--- config.mk ---
export PLATFORM = sky130hd
export DESIGN_NAME = alu_share_arbiter
export DESIGN_NICKNAME = d
export VERILOG_FILES = /design/src/rtl/alu_share_arbiter.sv
export SDC_FILE = /design/constraint.sdc
export NUM_CORES = 1
export LEC_CHECK = 0
export BUFFER_PORTS_ARGS = -buffer_cell sky130_fd_sc_hd__buf_2
export CORE_ASPECT_RATIO = 0.7
export CORE_MARGIN = 4
export CORE_UTILIZATION = 30
export DETAILED_ROUTE_END_ITERATION = 12
export HOLD_SLACK_MARGIN = 0.06
export RECOVER_POWER = 50
export SLEW_MARGIN = 40
export SYNTH_ARGS = -nofsm -noshare
export SYNTH_HDL_FRONTEND = slang
export SYNTH_SLANG_ARGS = --single-unit
--- constraint.sdc ---
create_clock -name clk -period 7.05 [get_ports clk]
set_input_delay 1.41 -clock clk [delete_from_list [all_inputs] [get_ports clk]]
set_output_delay 1.41 -clock clk [all_outputs]
set_load 0.005 [all_outputs]
--- src/rtl/alu_share_arbiter.sv ---
// Shared 32-bit ALU controller: round-robin arbitration among NUM_REQ cores,
// single-cycle ALU ops, and a 32-step shift-add multiply built on the ALU's ADD.
module alu_share_arbiter #(
  parameter int NUM_REQ = 4
) (
  input  logic                   clk,
  input  logic                   rst,
  input  logic [NUM_REQ-1:0]     req_valid,
  input  logic [4*NUM_REQ-1:0]   req_op,
  input  logic [32*NUM_REQ-1:0]  req_a,
  input  logic [32*NUM_REQ-1:0]  req_b,
  input  logic [5*NUM_REQ-1:0]   req_shamt,
  output logic [NUM_REQ-1:0]     req_ready,
  output logic [NUM_REQ-1:0]     rsp_valid,
  output logic [31:0]            rsp_result,
  output logic                   busy,
  output logic [3:0]             alu_ctl,
  output logic [31:0]            alu_a,
  output logic [31:0]            alu_b,
  output logic [4:0]             alu_shamt,
  input  logic [31:0]            alu_result
);

  localparam int IDW = (NUM_REQ > 1) ? $clog2(NUM_REQ) : 1;
  localparam logic [3:0] OP_ADD = 4'd2;
  localparam logic [3:0] OP_MUL = 4'd8;
  localparam logic [3:0] OP_MAX = 4'd9;

  typedef enum logic [1:0] {S_IDLE, S_EXEC, S_MUL, S_RESP} state_t;

  state_t         state_q, state_d;
  logic [IDW-1:0] ptr_q, ptr_d, g_q, g_d;
  logic [3:0]     op_q, op_d;
  logic [31:0]    a_q, a_d, b_q, b_d, result_q, result_d;
  logic [4:0]     shamt_q, shamt_d, cnt_q, cnt_d;

  logic           found;
  logic [IDW-1:0] sel;
  logic [IDW:0]   cand;
  logic [3:0]     sel_op;
  logic [31:0]    sel_a, sel_b;
  logic [4:0]     sel_shamt;

  // First asserted request searching upward from ptr_q, with wrap-around.
  always_comb begin
    found = 1'b0;
    sel   = '0;
    cand  = '0;
    for (int k = 0; k < NUM_REQ; k++) begin
      cand = {1'b0, ptr_q} + (IDW+1)'(k);
      if (cand >= (IDW+1)'(NUM_REQ)) cand = cand - (IDW+1)'(NUM_REQ);
      if (!found && req_valid[cand[IDW-1:0]]) begin
        found = 1'b1;
        sel   = cand[IDW-1:0];
      end
    end
  end

  always_comb begin
    sel_op    = '0;
    sel_a     = '0;
    sel_b     = '0;
    sel_shamt = '0;
    for (int i = 0; i < NUM_REQ; i++) begin
      if (sel == IDW'(i)) begin
        sel_op    = req_op[4*i +: 4];
        sel_a     = req_a[32*i +: 32];
        sel_b     = req_b[32*i +: 32];
        sel_shamt = req_shamt[5*i +: 5];
      end
    end
  end

  // In MUL, result_q is the accumulator, a_q the shifted multiplicand and b_q the multiplier.
  always_comb begin
    state_d    = state_q;
    ptr_d      = ptr_q;
    g_d        = g_q;
    op_d       = op_q;
    a_d        = a_q;
    b_d        = b_q;
    shamt_d    = shamt_q;
    result_d   = result_q;
    cnt_d      = cnt_q;
    req_ready  = '0;
    rsp_valid  = '0;
    rsp_result = '0;
    alu_ctl    = '0;
    alu_a      = '0;
    alu_b      = '0;
    alu_shamt  = '0;
    case (state_q)
      S_IDLE: begin
        if (found && !rst) begin
          req_ready[sel] = 1'b1;
          g_d     = sel;
          op_d    = sel_op;
          a_d     = sel_a;
          b_d     = sel_b;
          shamt_d = sel_shamt;
          if (sel_op == OP_MUL) begin
            result_d = '0;
            cnt_d    = '0;
            state_d  = S_MUL;
          end else begin
            state_d  = S_EXEC;
          end
        end
      end
      S_EXEC: begin
        alu_ctl   = (op_q <= OP_MAX) ? op_q : 4'd0;
        alu_a     = a_q;
        alu_b     = b_q;
        alu_shamt = shamt_q;
        result_d  = (op_q <= OP_MAX) ? alu_result : 32'h0;
        state_d   = S_RESP;
      end
      S_MUL: begin
        alu_ctl  = OP_ADD;
        alu_a    = result_q;
        alu_b    = b_q[0] ? a_q : 32'h0;
        result_d = alu_result;
        a_d      = a_q << 1;
        b_d      = b_q >> 1;
        cnt_d    = cnt_q + 5'd1;
        if (cnt_q == 5'd31) state_d = S_RESP;
      end
      S_RESP: begin
        rsp_valid[g_q] = 1'b1;
        rsp_result     = result_q;
        ptr_d          = (g_q == IDW'(NUM_REQ-1)) ? '0 : g_q + IDW'(1);
        state_d        = S_IDLE;
      end
      default: state_d = S_IDLE;
    endcase
  end

  assign busy = (state_q != S_IDLE);

  always_ff @(posedge clk or posedge rst) begin
    if (rst) begin
      state_q  <= S_IDLE;
      ptr_q    <= '0;
      g_q      <= '0;
      op_q     <= '0;
      a_q      <= '0;
      b_q      <= '0;
      shamt_q  <= '0;
      result_q <= '0;
      cnt_q    <= '0;
    end else begin
      state_q  <= state_d;
      ptr_q    <= ptr_d;
      g_q      <= g_d;
      op_q     <= op_d;
      a_q      <= a_d;
      b_q      <= b_d;
      shamt_q  <= shamt_d;
      result_q <= result_d;
      cnt_q    <= cnt_d;
    end
  end

endmodule

==> qor.yml <==
finalCritPeriodShare: 0.750
grt_max_degree: 127
slew_headroom: -0.635
p_int_mw: 2.59
drive_gt1_frac: 0.320
pwr-share-seq: 0.258
cts_sinks: 116
crit_end: "b_q[26]"
grt_pass1_vias: 9619
ys_ff_latch: 116
slowest_stage: "a211o_1"
cts_root_buf: "clkbuf_16"
place.gp.congestion: 0.997
synth_cells: 1146
portBuffers: 443
setup_viol: 0
yosysTopAreaCellShare: 0.348
initial_core_util: 0.308
startpoint_type: "input pin"
io_pins: 444
htree_num_levels: 4
hold_viol: 0
ys_async_sr_fraction: 1.00
crit_type: "in -> reg"
first_iter_violations: 719
coreArea_um2: 27100
critPathBufInv: 3
tns_ns: 0
rrSetupSlack_ns: 2.48
cts_setup_buffers: 0
required_ns: 7.36
switching_power_mw: 2.37
fill_cells: 2848
hold_path_class: "reg -> reg"
post_drt_wl_per_cell_um: 19.4
dp_hpwl_um: 27600
hold_start: "b_q[0]"
synth-seq-area-share: 0.348
die_y_um: 148
cts_tree: "done"
outcome: "finished with violations"
die_area_um2: 30600
cts_hold_buffers: 0
place_worst_setup_slack_ns: 2.23
syn_area_per_cell_um2: 7.28
grt_setup_unrepaired: "false"
power_leakage_nw: 5.86
r2r_cells: 10
period_needed_ns: 5.29
ys.flop_type: "dfrtp_1"
cts_buffer_depth: 2
clock.fmax_mhz: 189
grt_overflow: 0
mostFrequentLayoutCells: "431 x buf_2, 403 x nand2_1, 116 x dfrtp_1"
viasPerCell: 5.27
comb_power_share: 0.554
path_depth: 11
finalClockSkew_ns: 0.00811
wirelength_um: 36500
path_clk_slew_ns: 0.05
tightest_slew_ns: 2.44
grtUsageTotal: 0.223
antenna_found_initial: 1
drtAntennaViolNets: 0
nets: 1854
whs_path_depth: 2
power.share.switching: 0.478
num_vias: 9954
cp_max_fo: 57
rows: 50
ys_types: 39
r2r_start: "ptr_q[0]"
path_cells: "clkbuf_1 > nand2b_1 > a21oi_1 > a211o_1 > clkbuf_1 > buf_12 > nand2_1 > and3_1 > a311oi_1 > a21oi_1 > o21ai_0"
areaGrowthSynthToFinish_pct: 36.5
netlist_area_um2: 8350
die_width_um: 207
worstSkewPairLatency_ns: 0.40
endpoint_kind: "flip-flop"
numCtsBuffers: 17
slowest_delay_ns: 1.28
syn_nets: 1487
p_per_area_nw_per_um2: 436
cts-resized-gates: 0
drv_slew: 95
timing.critical_path.from: "req_valid[1]"
peakVddDrop_uv: 318
antenna-diode-count: 0
synth_edf_count: 0
ys_warn_count: 0
dr.pass1.iters: 5
synth_area_leader_cell: "dfrtp_1"
violations: "capacitance limit, slew limit"
synthTopCellsByArea: "dfrtp_1 35%, nand2_1 18%, a22o_1 6.7%"
setup_slack_ns: 1.76
drc: 0
maxCapViolations: 2
worstPathArrival_ns: 5.60
grt_pass1_wl_um: 54700
rr_endpoint: "b_q[26]"
critPathTopFamily: "compound AO/OA/AOI/OAI gates"
clkPwrFrac: 0.188
layout_commonest_cell: "buf_2"
[state kept, by name, summed over array words and instances, names as in the netlist]
name	flops
shamt_q	5
ptr_q	2
op_q	4
state_q	2
result_q	32
cnt_q	5
a_q	32
b_q	32
g_q	2
[worst min-delay path by stage]
stage,to
6_report,b_q[0]
5_1_grt,cnt_q[4]
4_1_cts,b_q[0]
3_5_place_dp,b_q[0]
3_3_place_gp,cnt_q[4]
2_1_floorplan,op_q[0]
[cell type report]
class	count	area, um2	area share
timing repair buffer	458	2350	0.207
clock inverter	8	149	0.0131
multi-input combinational	907	4990	0.438
tap	364	455	0.0400
clock buffer	22	484	0.0425
inverter	13	50.0	0.00439
sequential	116	2900	0.255
[power groups by stage]
stage	sequential [mW]	combinational, mW	clock (mW)
2_1_floorplan	1.11	1.96	0
3_3_place_gp	1.29	2.67	0
3_5_place_dp	1.30	2.73	0
4_1_cts	1.29	2.74	0.948
5_1_grt	1.31	3.08	0.984
6_report	1.28	2.75	0.931
[logic make-up (layout without fill, tap and decap cells)]
logic type | after synthesis | in the layout | synth area share
and+or+nand+nor | 546 | 546 | 0.285
AOI/OAI and AO/OA | 338 | 338 | 0.276
buffers and inverters | 123 | 501 | 0.0591
DFF | 116 | 116 | 0.348
muxes | 12 | 12 | 0.0165
adders and majority gates | 11 | 11 | 0.0165
[metrics by stage]
stage	instances	hold WS [ns]	utilization	power [mW]	cell area, um2
after floorplan	1146	0.442	-	3.07	8350
after global placement	1855	0.481	0.396	3.96	10700
after detailed placement	1856	0.489	0.397	4.02	10800
after CTS	1886	0.501	0.421	4.97	11400
after global routing	1888	0.523	0.421	5.38	11400
final	1888	0.493	0.421	4.96	11400
[metal layers]
layer  track usage  wire (um)  share of wire
met4        0.0661        934          0.026
met3        0.0501       2550          0.070
met2         0.377      17600           0.48
met1         0.289      15500           0.42
met5             0          0              0
[tightest hold or removal path, delay by kind of cell (launching register included)]
family | cells | cell delay (ns)
DFF | 1 | 0.35
and+or+nand+nor | 1 | 0.05
AOI/OAI and AO/OA | 1 | 0.06
[synth_stat cells, types with 2 or more instances]
cell        n
buf_1       6
nand2b_1    2
a21oi_1    80
a311oi_1   62
nand2_1   404
and4_1      2
clkbuf_1   85
a22oi_1     5
inv_1      12
and2_1     46
o21ai_0    77
buf_2      16
nor2b_1     2
a22o_1     64
mux2i_1     7
a32o_1      4
nor3_1      3
ha_1       11
dfrtp_1   116
and3_1     66
a21o_1      3
o22ai_1    33
mux2_2      4
buf_4       3
nand3_1     6
o221ai_1    2
nor2_1     13
Note: power is estimated with default switching activity, not from simulation.
